$ cat src/rtl/uop_sched_pkg.sv
// Shared microcode constants and types for the microop issue path.
package uop_sched_pkg;

  localparam int UOP_WIDTH     = 24;
  localparam int UOP_END_BIT   = 23;
  localparam int UCODE_ADDR_W  = 12;

  localparam logic [UOP_WIDTH-1:0] UOP_NOP = 24'h000000;

  typedef logic [UOP_WIDTH-1:0]    uop_t;
  typedef logic [UCODE_ADDR_W-1:0] ucode_addr_t;

endpackage

$ cat src/rtl/uop_line_fifo.sv
// Generic DEPTH x WIDTH synchronous FIFO with clear; head entry read combinationally.
module uop_line_fifo #(
  parameter int DEPTH = 4,
  parameter int WIDTH = 8
) (
  input  logic                       clk,
  input  logic                       rst,
  input  logic                       clear,
  input  logic                       push,
  input  logic [WIDTH-1:0]           push_data,
  input  logic                       pop,
  output logic [WIDTH-1:0]           head_data,
  output logic                       full,
  output logic                       empty,
  output logic [$clog2(DEPTH):0]     count
);

  localparam int PTR_W = $clog2(DEPTH);

  logic [WIDTH-1:0] mem_q [DEPTH];
  logic [PTR_W-1:0] wr_ptr_q, wr_ptr_d;
  logic [PTR_W-1:0] rd_ptr_q, rd_ptr_d;
  logic [PTR_W:0]   count_q, count_d;
  logic             do_push, do_pop;

  assign full    = (count_q == (PTR_W+1)'(DEPTH));
  assign empty   = (count_q == '0);
  assign count   = count_q;
  assign do_push = push && !full;
  assign do_pop  = pop && !empty;

  assign head_data = mem_q[rd_ptr_q];

  always_comb begin
    wr_ptr_d = wr_ptr_q;
    rd_ptr_d = rd_ptr_q;
    count_d  = count_q;
    if (clear) begin
      wr_ptr_d = '0;
      rd_ptr_d = '0;
      count_d  = '0;
    end else begin
      if (do_push) wr_ptr_d = wr_ptr_q + PTR_W'(1);
      if (do_pop)  rd_ptr_d = rd_ptr_q + PTR_W'(1);
      count_d = count_q + (PTR_W+1)'(do_push) - (PTR_W+1)'(do_pop);
    end
  end

  always_ff @(posedge clk) begin
    if (rst) begin
      wr_ptr_q <= '0;
      rd_ptr_q <= '0;
      count_q  <= '0;
    end else begin
      wr_ptr_q <= wr_ptr_d;
      rd_ptr_q <= rd_ptr_d;
      count_q  <= count_d;
    end
  end

  // Storage carries no reset so it can map onto distributed RAM.
  always_ff @(posedge clk) begin
    if (do_push && !clear) mem_q[wr_ptr_q] <= push_data;
  end

endmodule

$ cat src/rtl/uop_issue_sched.sv
// Microop line scheduler: slot masking, empty-line drop, macroop tracking.
// Optional dispatch stall counter enabled by defining UOP_SCHED_STATS_EN.
module uop_issue_sched
  import uop_sched_pkg::*;
#(
  parameter int ISSUE_WIDTH = 4,
  parameter int DEPTH       = 4
) (
  input  logic                           clk,
  input  logic                           rst,
  input  logic                           flush,
  input  logic                           in_valid,
  output logic                           in_ready,
  input  logic [UOP_WIDTH*ISSUE_WIDTH-1:0] in_line,
  output logic                           out_valid,
  input  logic                           out_ready,
  output logic [UOP_WIDTH*ISSUE_WIDTH-1:0] out_uops,
  output logic [ISSUE_WIDTH-1:0]         out_mask,
  output logic                           out_last,
  output logic                           macro_done,
  output logic [15:0]                    stall_count
);

  localparam int LINE_W  = UOP_WIDTH * ISSUE_WIDTH;
  localparam int ENTRY_W = LINE_W + ISSUE_WIDTH + 1;

  logic [ISSUE_WIDTH-1:0] slot_mask;
  logic [ISSUE_WIDTH-1:0] slot_end;
  logic                   in_last;
  logic                   push_en, pop_en;
  logic                   fifo_full, fifo_empty;
  logic [$clog2(DEPTH):0] fifo_count;
  logic [ENTRY_W-1:0]     head_entry;
  logic                   macro_done_q, macro_done_d;

  genvar gi;
  generate
    for (gi = 0; gi < ISSUE_WIDTH; gi++) begin : g_slot
      assign slot_mask[gi] = (in_line[gi*UOP_WIDTH +: UOP_WIDTH] != UOP_NOP);
      assign slot_end[gi]  = slot_mask[gi] && in_line[gi*UOP_WIDTH + UOP_END_BIT];
    end
  endgenerate

  assign in_last   = |slot_end;
  assign in_ready  = !fifo_full && !flush;
  // All-NOP lines are handshaken but never occupy a FIFO entry.
  assign push_en   = in_valid && in_ready && (|slot_mask);
  assign out_valid = !fifo_empty;
  assign pop_en    = out_valid && out_ready;

  uop_line_fifo #(
    .DEPTH (DEPTH),
    .WIDTH (ENTRY_W)
  ) u_fifo (
    .clk       (clk),
    .rst       (rst),
    .clear     (flush),
    .push      (push_en),
    .push_data ({in_last, slot_mask, in_line}),
    .pop       (pop_en),
    .head_data (head_entry),
    .full      (fifo_full),
    .empty     (fifo_empty),
    .count     (fifo_count)
  );

  // Gate head fields so uninitialised storage never reaches dispatch.
  assign out_uops = out_valid ? head_entry[LINE_W-1:0] : '0;
  assign out_mask = out_valid ? head_entry[LINE_W +: ISSUE_WIDTH] : '0;
  assign out_last = out_valid ? head_entry[ENTRY_W-1] : 1'b0;

  assign macro_done_d = pop_en && out_last && !flush;
  assign macro_done   = macro_done_q;

  always_ff @(posedge clk) begin
    if (rst) macro_done_q <= 1'b0;
    else     macro_done_q <= macro_done_d;
  end

`ifdef UOP_SCHED_STATS_EN
  logic [15:0] stall_q, stall_d;

  always_comb begin
    stall_d = stall_q;
    if (out_valid && !out_ready && (stall_q != 16'hFFFF)) stall_d = stall_q + 16'd1;
  end

  always_ff @(posedge clk) begin
    if (rst) stall_q <= '0;
    else     stall_q <= stall_d;
  end

  assign stall_count = stall_q;
`else
  assign stall_count = '0;
`endif

endmodule
$ cat config.mk
export PLATFORM = sky130hd
export DESIGN_NAME = uop_issue_sched
export DESIGN_NICKNAME = d
export VERILOG_FILES = /design/src/rtl/uop_sched_pkg.sv /design/src/rtl/uop_line_fifo.sv /design/src/rtl/uop_issue_sched.sv
export SDC_FILE = /design/constraint.sdc
export NUM_CORES = 1
export LEC_CHECK = 0
export ABC_AREA = 1
export CAP_MARGIN = 20
export CORE_MARGIN = 2
export CORE_UTILIZATION = 30
export CTS_BUF_LIST = sky130_fd_sc_hd__clkbuf_4
export DETAILED_ROUTE_END_ITERATION = 6
export GPL_ROUTABILITY_DRIVEN = 0
export PLACE_DENSITY = 0.52
export SYNTH_ARGS = -nofsm -noshare
export SYNTH_HDL_FRONTEND = slang
export SYNTH_SLANG_ARGS = --single-unit
$ cat constraint.sdc
create_clock -name clk -period 8.56 [get_ports clk]
set_clock_uncertainty 0.1 [all_clocks]
set_input_delay 1.712 -clock clk [delete_from_list [all_inputs] [get_ports clk]]
set_output_delay 1.712 -clock clk [all_outputs]
set_load 0.1 [all_outputs]
== Word level (Yosys, flattened, before mapping) ==
Memories as Yosys holds them, arrays and structs flattened. A register that Yosys moved wholly into a read port is not among the register bits.
Cells that the tools add are included.
Word-level totals
  register bits: 8
  bits in writable memories: 404
  input bits: 101
  output and inout bits: 120
  word-level logic and storage cells: 41
  memories: 1
Operators by class
  add/subtract/negate cells: 4
  equal/unequal tests: 1
  muxes and demuxes: 7
  reductions and logical operators: 24
Memories
  u_fifo.mem_q: depth 4, bits a word 101, rd ports 1, clocked after memory_dff 1, wr ports 1, RTL line uop_line_fifo.sv:20  | logic [WIDTH-1:0] mem_q [DEPTH];
Operators by type and width (count)
  2-to-1 mux 96 bit: 1
  nonzero test 24 bit: 4
  logical AND 1 bit: 13
  OR reduction 4 bit: 2
  adder 2 x 1 -> 2 bit (second input constant): 2
  2-to-1 mux 2 bit: 2
  2-to-1 mux 4 bit: 1
  adder 3 x 1 -> 3 bit: 1
  equality test 3 bit (second input constant): 1
  logical NOT 1 bit: 3
  logical NOT 3 bit: 1
  2-to-1 mux 1 bit: 3
  subtractor 3 x 1 -> 3 bit: 1
  OR reduction 2 bit: 1

== Depth between registers and ports, before layout ==
  word-level depth: 9
  gate-level depth with buffers: 14
  depth with buffers taken out: 14

== Cells and area by module ==
From an unflattened synthesis, not the netlist that was laid out.
Unflattened totals
  cells, all modules: 1377
  area, all modules: 17639.4 sq um
By module, submodules not included
  uop_line_fifo: instances 1, cells an instance 1048, area an instance 16264.3 sq um, seq. area each 12311.8 sq um
  uop_issue_sched: instances 1, cells an instance 329, area an instance 1375.1 sq um, seq. area each 20.0 sq um

== Worst setup path after synthesis ==
No wires, ideal clock.
  path type: in2reg
  from: input flush
  to: memory u_fifo.mem_q[0][0] (netlist bit) (enable)
  library setup time: 0.561 ns
  arrival time: 7.895 ns
  data required time: 7.899 ns
  path slack: 0.003 ns
  stages: 4
  buffers on the path: 0
  path through: a21oi_1 > and2_1 > nand2_2 > nor2_1
Between the ends
  cells in the longest elaborated chain, start to end: 8
Ends and longest elaborated chain
  start: declaration: RTL line uop_issue_sched.sv:11  | input logic flush,
  logical NOT 1 bit (*): RTL line uop_line_fifo.sv:63, uop_issue_sched.sv:45
  logical AND 1 bit: RTL line uop_issue_sched.sv:45  | assign in_ready = !fifo_full && !flush;
  logical AND 1 bit (2 in series): RTL line uop_issue_sched.sv:47  | assign push_en = in_valid && in_ready && (|slot_mask);
  logical AND 1 bit: RTL line uop_line_fifo.sv:29  | assign do_push = push && !full;
  logical AND 1 bit (*): RTL line uop_line_fifo.sv:63  | if (do_push && !clear) mem_q[wr_ptr_q] <= push_data;
  2-to-1 mux 1 bit (*): RTL line uop_line_fifo.sv:63
  2-to-1 mux 1 bit (implied by the code) (*): RTL line uop_line_fifo.sv:63
  end: declaration: RTL line uop_line_fifo.sv:20
Mark *: on every way between the ends. The rest lies on a longest branch, timed or not.

==> results.yml <==
floorplan:
  start_util_pct: 30.3
  io-pin-count: 221
  dieArea_sq_mm: 0.0573
  fp.dieH_microns: 239
  coreArea_sq_mm: 0.0549
  die_x_microns: 239
  row_count: 86
detailed_routing:
  drt_iter0_drc: 612
  wl_per_cell_microns: 17.8
  vias_per_cell: 4.59
  drtPass1Iterations: 7
  routed_wl_mm: 42.8
  num_vias: 11100
  drtAntennaViolNets: 0
  drc: 0
clocking:
  clkSlewWorstSetupHoldPaths_ps: 70
  cts-root-buf: "clkbuf_4"
  clock_latency_ps: 840
  cts_resized: 0
  cts_tree: "yes"
  numCtsBuffers: 110
  cts.sinks: 414
  clock_path_buffers: 3
  cts_hold_buf: 0
  h-tree-depth: 3
  post_cts_buffers: 0
synthesis:
  synthAdderAreaFrac_pct: 0.572
  synth_top_family_by_area: "simple AND/OR/NAND/NOR gates"
  synth-edff-count: 404
  yosys_most_used_dff: "edfxtp_1"
  yosys.area_share.simple_pct: 11.9
  yosys-top-cells-area: "edfxtp_1, nor2_1, o21ai_0"
  synth-seq-cells: 414
  synth_xor_xnor_area_share_pct: 0.0527
  syn_avg_cell_area_sq_um: 12.2
  synth.area.mux_share_pct: 0
  synth-compound-area-share_pct: 9.43
  yosysMostFrequentCell: "nor2_1"
  async_reset_ff_share_pct: 0
  synthCells: 1363
  yosysWarningCount: 0
  netlist.area_leader.share_pct: 73.0
  synth_common_cells: "nor2_1, edfxtp_1, o21ai_0"
  yosys.area.top_type: "edfxtp_1"
  synth.distinct_cells: 28
  mappedNetlistArea_sq_mm: 0.0166
  yosysSeqAreaShare_pct: 74.2
place:
  dp_hpwl_mm: 23.4
  dp_cells: 2207
  place_area_sq_mm: 0.0192
  io_buffers: 204
power:
  p_leak_nw: 6.99
  ir_worst_vdd_v: 0.0000923
  powerDensity_mw_per_mm2: 232
  finalPower_w: 0.00479
global_route:
  grt_max_degree: 146
  gr-total-overflow: 0
  track_usage_pct: 14.9
  grt_pass1_wl_mm: 64.5
  antenna_found_initial: 2
  grt_pass1_vias: 11200
sta:
  grt_setup_unrepaired: "false"
  fmax_mhz: 163
  setup_violations: 0
  post-route-period-util_pct: 71.5
  whs_ps: 381
  slew_viol_final: 0
  relSlewSlack_pct: 20.5
  hold_viol: 0
  fin_tns_setup_ps: 0
  worst_pin_slew_ps: 1190
  post-route-min-period_ps: 6120
setup_path:
  max_stage_delay_ps: 1170
  cp_top_family: "buffers and inverters"
  end_kind: "primary output"
  cp_data_arrival_time_ps: 4310
  crit_fanout: 145
  crit_path_top_delay_cell: "clkdlybuf4s50_1"
  crit_chain: "inv_6 -> buf_4 -> o21ai_0 -> a21oi_1 -> clkdlybuf4s50_1"
  cp_num_buf_inv: 3
  required_ps: 6750
  crit_type: "register to primary output"
  cp-start-kind: "register"
run_status:
  status: "completed"
cells_and_area:
  area_growth_syn_to_layout_pct: 24.2
  fillerInstances: 5379
  final_nets: 1723
  final-seq-area_sq_mm: 0.0123
  multiInputGateArea_sq_mm: 0.00375
  drive_above_1_share_pct: 12.4
  post-route-cell-area_sq_mm: 0.0206
  instances_no_fill: 2410
hold_path:
  hold_path.class: "register to register"
flow_run:
  cap_violations: 0
-- layout by cell type, fill, tap and decap left out --
master | netlist | routed
nor2_1 | 469 | 465
edfxtp_1 | 404 | 404
clkdlybuf4s50_1 | 0 | 204
clkbuf_4 | 0 | 169
o21ai_0 | 119 | 119
a21oi_1 | 108 | 108
o21ai_1 | 84 | 84
nand2_1 | 31 | 31
clkinv_1 | 0 | 24
conb_1 | 1 | 16
buf_4 | 37 | 15
inv_1 | 15 | 14
dfxtp_1 | 10 | 8
inv_2 | 3 | 7
ha_1 | 6 | 6
nor2_2 | 4 | 4
nand3_1 | 4 | 4
nor2_4 | 0 | 4
clkinv_2 | 0 | 3
nand3_2 | 2 | 2
nand2_2 | 2 | 2
dfxtp_4 | 0 | 2
diode_2 | 0 | 1
nor3_4 | 0 | 1
inv_6 | 0 | 1
inv_4 | 0 | 1
and2_1 | 1 | 1
a32o_1 | 1 | 1
or4_1 | 1 | 1
nor3_1 | 1 | 1
xor2_1 | 1 | 1
fa_1 | 1 | 1
bufinv_16 | 0 | 1
-- sequential cells by signal (all words and copies together) (netlist names), named ones only --
signal and flops:
macro_done 1, u_fifo.count 3, u_fifo.mem_q 404, u_fifo.rd_ptr_q 2, u_fifo.wr_ptr_q 2
-- worst paths after layout --
| kind | slack, ps | depth (start not counted) | to | start |
|---|---|---|---|---|
| min | 380 | 1 | u_fifo.rd_ptr_q[0] | u_fifo.rd_ptr_q[0] |
| max reg2reg | 5640 | 13 | u_fifo.count[2] | u_fifo.count[1] |
| min reg2reg | 380 | 1 | u_fifo.rd_ptr_q[0] | u_fifo.rd_ptr_q[0] |
| max | 2440 | 5 | out_uops[56] | register |
-- final cells by class --
cell class / count / share of cell area (%)
Clock buffer: 169 / 6.15
Clock inverter: 33 / 0.746
Inverter: 18 / 0.364
Sequential cell: 414 / 59.8
Antenna cell: 1 / 0.0121
Timing Repair Buffer: 219 / 10.4
Multi-Input combinational cell: 852 / 18.2
Tap cell: 704 / 4.27
-- where the power goes --
part / internal (W) / total [W] / switching (W)
combinational: 0.000171 / 0.000794 / 0.000623
sequential: 0.00226 / 0.00228 / 0.0000114
clock: 0.000926 / 0.00173 / 0.000799
total: 0.00336 / 0.00479 / 0.00143
-- kinds of logic after synthesis --
family / after synthesis
AO/OA/AOI/OAI: 312
XOR/XNOR: 1
adder cells (fa/ha/maj): 7
buffers and inverters: 112
flip-flops: 414
other: 1
AND/OR/NAND/NOR: 516
-- layer usage --
layer | share of wire (%) | GRT usage [%] | wire length (microns)
met1 | 45 | 18.8 | 19300
met2 | 47 | 24.1 | 20300
met3 | 5.2 | 3.86 | 2230
met4 | 2.2 | 6.44 | 921
met5 | 0.026 | 0 | 11
-- stage by stage --
stage               worst slack, ps  util, %
finish                         2440     37.6
global route                   2060     37.6
CTS                            2160     37.6
detailed placement             3170     35.0
global placement               3210     35.0
floorplan                      3.48        -
No activity file was read; power rests on OpenSTA's default activity.
==> patch 1: new RTL, same flow settings <==
Build with the macro `UOP_SCHED_STATS_EN` defined.
--- a/src/rtl/uop_issue_sched.sv
+++ b/src/rtl/uop_issue_sched.sv
@@ -2,2 +2,4 @@
 // Optional dispatch stall counter enabled by defining UOP_SCHED_STATS_EN.
+`define UOP_SCHED_STATS_EN
+
 module uop_issue_sched
Check against the original RTL: not equivalent (Yosys sat finds a counterexample within 4 cycles, from zero or initial values and one cycle with rst high).
==> patch 1 against the unedited design <==
Cell count is 6.9% higher. Sequential cell count rose by 16. Routed wire length rose by 11%. Count of clock-buffer cells in the layout rose by 8. Setup slack got worse by 0.23 ns. Clock power increased by 2%. Critical path depth did not move. Synthesized area up 3.9%. Design area is 5.0% higher. Via count increased by 7.7%. Combinational power rose by 8.3%. Power grew 3.9%. Critical endpoint is now out_uops[80]. Largest cell class unchanged. Largest power group unchanged. Highest routed layer unchanged.
==> patch 1: results (changes against the unedited design) <==
metric,value,unit,change
grt_antenna_before_repair,3,,+1
nets,1850,,+7.4%
firstDrtPassIters,5,,-2
vias_per_cell,4.63,,+0.73%
grt_pass1_vias,12300,,+9.2%
wl_met1,21400,um,+11%
r2r_cells,12,,-1
layout-drive-gt1-share,0.115,,-0.00889
status,"complete, no violations",,
totalWireLength,47600,um,+11%
p_int,3.48,mW,+3.5%
peakVddDrop,0.111,mV,+21%
grtUsageMet2,0.256,,+0.0149
hold_depth,2,,+1
cpPeakStageDelay,1.20,ns,+0.03 ns
synth_commonest_cells,"nor2_1, edfxtp_1, o21ai_0, a21oi_1, nand2_1",,
cts_buffers,112,,+1.8%
place_hpwl,27700,um,+19%
grtUsageTotal,0.159,,+0.0104
io_buffers,220,,+7.8%
synth_cells,1474,,+8.1%
grt_pass1_wl,72100,um,+12%
timing.slew.headroom,0.276,,+0.0712
cp_max_fo,119,,-18%
met3_length,2920,um,+31%
synth_cell_types,30,,+7.1%
use_met3,0.0402,,+0.00160
reg2reg_slack,4.49,ns,-1.15 ns
arrival,4.54,ns,+0.23 ns
==> patch 1: changes by cell type after synthesis, sizes merged, moves of 9 or more <==
cell,unedited run,this run
dfxtp,10,26
nand2,33,66
buf,67,32
nand3,6,18
a21oi,108,117
inv,18,34
clkbuf,27,49
nor2,473,490
==> patch 1: tightest hold or removal path, delay by kind of cell (launching register included) <==
| kind | cells | cell delay [ns] |
|---|---|---|
| flip-flops | 1 | 0.30 |
| buffers and inverters | 1 | 0.05 |
| AO/OA/AOI/OAI | 1 | 0.07 |
==> patch 1: final cells by class <==
type                    count  area, um2  share of cell area
flip-flops and latches    430      12700               0.585
multi-input cells         929       4150               0.192
repair buffers            234       2340               0.108
clock buffers             177       1330              0.0614
well taps                 756        946              0.0437
inverters                  34        138             0.00636
clock inverters            15       82.6             0.00381
diodes                      1       2.50            0.000116
==> patch 1: metrics by stage <==
stage | worst slack [ns] | std cells | area [um2]
4_1_cts | 2.02 | 2574 | 21600
2_1_floorplan | -0.0966 | 1474 | 17300
3_5_place_dp | 3.01 | 2382 | 20200
3_3_place_gp | 3.03 | 2382 | 20200
5_1_grt | 1.81 | 2576 | 21600
6_report | 2.20 | 2576 | 21600
==> patch 1: power by group through the flow <==
stage | clock (mW) | sequential, mW | combinational [mW]
3_5_place_dp | 0 | 2.40 | 0.866
6_report | 1.77 | 2.35 | 0.860
5_1_grt | 1.93 | 2.36 | 0.903
3_3_place_gp | 0 | 2.40 | 0.864
4_1_cts | 1.83 | 2.35 | 0.869
2_1_floorplan | 0 | 2.41 | 0.587
==> patch 1: cell families after synthesis <==
family          Yosys count  synth area share
fa+ha+maj                 8           0.00623
flops                   430             0.733
compound gates          329            0.0971
simple gates            583             0.131
buf+inv                 115            0.0281
xor+xnor                  9           0.00457
==> patch 2: new RTL, same settings <==
Made on the original files. Change the parameter `ISSUE_WIDTH` from 4 to 5.
--- a/src/rtl/uop_issue_sched.sv
+++ b/src/rtl/uop_issue_sched.sv
@@ -5,3 +5,3 @@
 #(
-  parameter int ISSUE_WIDTH = 4,
+  parameter int ISSUE_WIDTH = 5,
   parameter int DEPTH       = 4
Interface: changed (resized in_line, out_mask and out_uops); port bits go from 221 to 270. The function was not compared with the original's and may differ.
==> patch 2 against the unedited design <==
Design area rose by 24%. Routed wire length rose by 29%. Power rose by 26%. Synthesized area rose by 23%. Clock power rose by 31%. Cell count rose by 24%. Sequential cell count rose by 100. Sequential power rose by 24%. Setup slack got worse by 0.40 ns. Highest routed layer unchanged.
==> patch 2: results (changes against the unedited design) <==
metric,value,unit,change
status,"complete, no violations",,
place_hpwl,30800,um,+32%
r2r_cells,7,,-6
grt_antenna_before_repair,3,,+1
synth_xor_area_frac,0.000429,,-0.0000981
routedWlPerCell,18.5,um,+4.3%
nets,2136,,+24%
timing.slew.headroom,0.259,,+0.0537
grt_pass1_wl,82100,um,+27%
hold_depth,2,,+1
peakVddDrop,0.144,mV,+56%
dp_slack,2.85,ns,-0.319 ns
hold_ws,0.372,ns,-0.00834 ns
firstDrtPassIters,5,,-2
synth_compound_area_frac,0.0952,,+0.000857
clock_latency,0.93,ns,+0.09 ns
place_area,0.0238,mm2,+24%
reg2reg_slack,5.17,ns,-0.47 ns
grt_pass1_vias,13800,,+23%
htreeDepth,4,,+1
largest_register_ffs,504,,+25%
cpPeakStageDelay,1.21,ns,+0.04 ns
drt_iter0_markers,833,,+36%
cp_max_fo,106,,-27%
grtUsageMet2,0.260,,+0.0185
arrival,4.71,ns,+0.40 ns
patch 2: cell types whose count changed in the layout (fill, tap and decap cells not counted), moves of 3 or more:
cell             unedited run  this run
nor2_1                    465       585
nand3_1                     4         7
nand2_1                    31        38
buf_4                      15        22
bufinv_16                   1         4
o21ai_1                    84         2
o21ai_0                   119       251
nor2_2                      4         0
clkbuf_4                  169       213
edfxtp_1                  404       504
clkinv_1                   24        20
a21oi_1                   108       133
clkdlybuf4s50_1           204       251
patch 2: cell families after synthesis:
logic type / Yosys count
fa+ha+maj: 7
flops: 514
buf+inv: 130
xor+xnor: 1
other cells: 1
simple gates: 639
compound gates: 387
patch 2: worst min-delay path, delay by kind of cell (launching register included):
family / cells / cell delay (ns)
AO/OA/AOI/OAI: 1 / 0.08
buffers and inverters: 1 / 0.06
flip-flops: 1 / 0.29
patch 2: path summary, 6_finish.rpt:
path | endpoint | from
hold / removal | flop | u_fifo.rd_ptr_q[1]$_SDFFE_PP0P_
hold reg to reg | flop | u_fifo.rd_ptr_q[1]$_SDFFE_PP0P_
setup reg to reg | u_fifo.mem_q[3][14]$_DFFE_PP_ | u_fifo.count[1]$_SDFF_PP0_
setup / recovery | out_uops[118] | flop
patch 2: layer usage:
layer / vias up / share of wire
li1: 6629 / -
met1: 6670 / 0.43
met2: 423 / 0.49
met3: 77 / 0.060
met4: 2 / 0.018
met5: - / 0.00029
patch 2: power breakdown:
group / total, mW / switching (mW) / internal [mW]
combinational: 0.979 / 0.770 / 0.209
sequential: 2.83 / 0.0154 / 2.81
clock: 2.26 / 1.00 / 1.25
total: 6.06 / 1.79 / 4.28
patch 2: final cells by class:
| type | count | area (um2) |
|---|---|---|
| Antenna cell | 2 | 5.00 |
| Multi-Input combinational cell | 1050 | 4560 |
| Timing Repair Buffer | 274 | 2710 |
| Fill cell | 6574 | 41600 |
| Sequential cell | 514 | 15300 |
| Clock buffer | 213 | 1600 |
| Inverter | 19 | 81.3 |
| Clock inverter | 36 | 255 |
| Tap cell | 873 | 1090 |
patch 2: per-stage QoR:
step | setup TNS [ns] | util
finish | 0 | 0.381
floorplan | -554.87 | -
CTS | 0 | 0.381
global route | 0 | 0.381
global placement | 0 | 0.353
detailed placement | 0 | 0.354
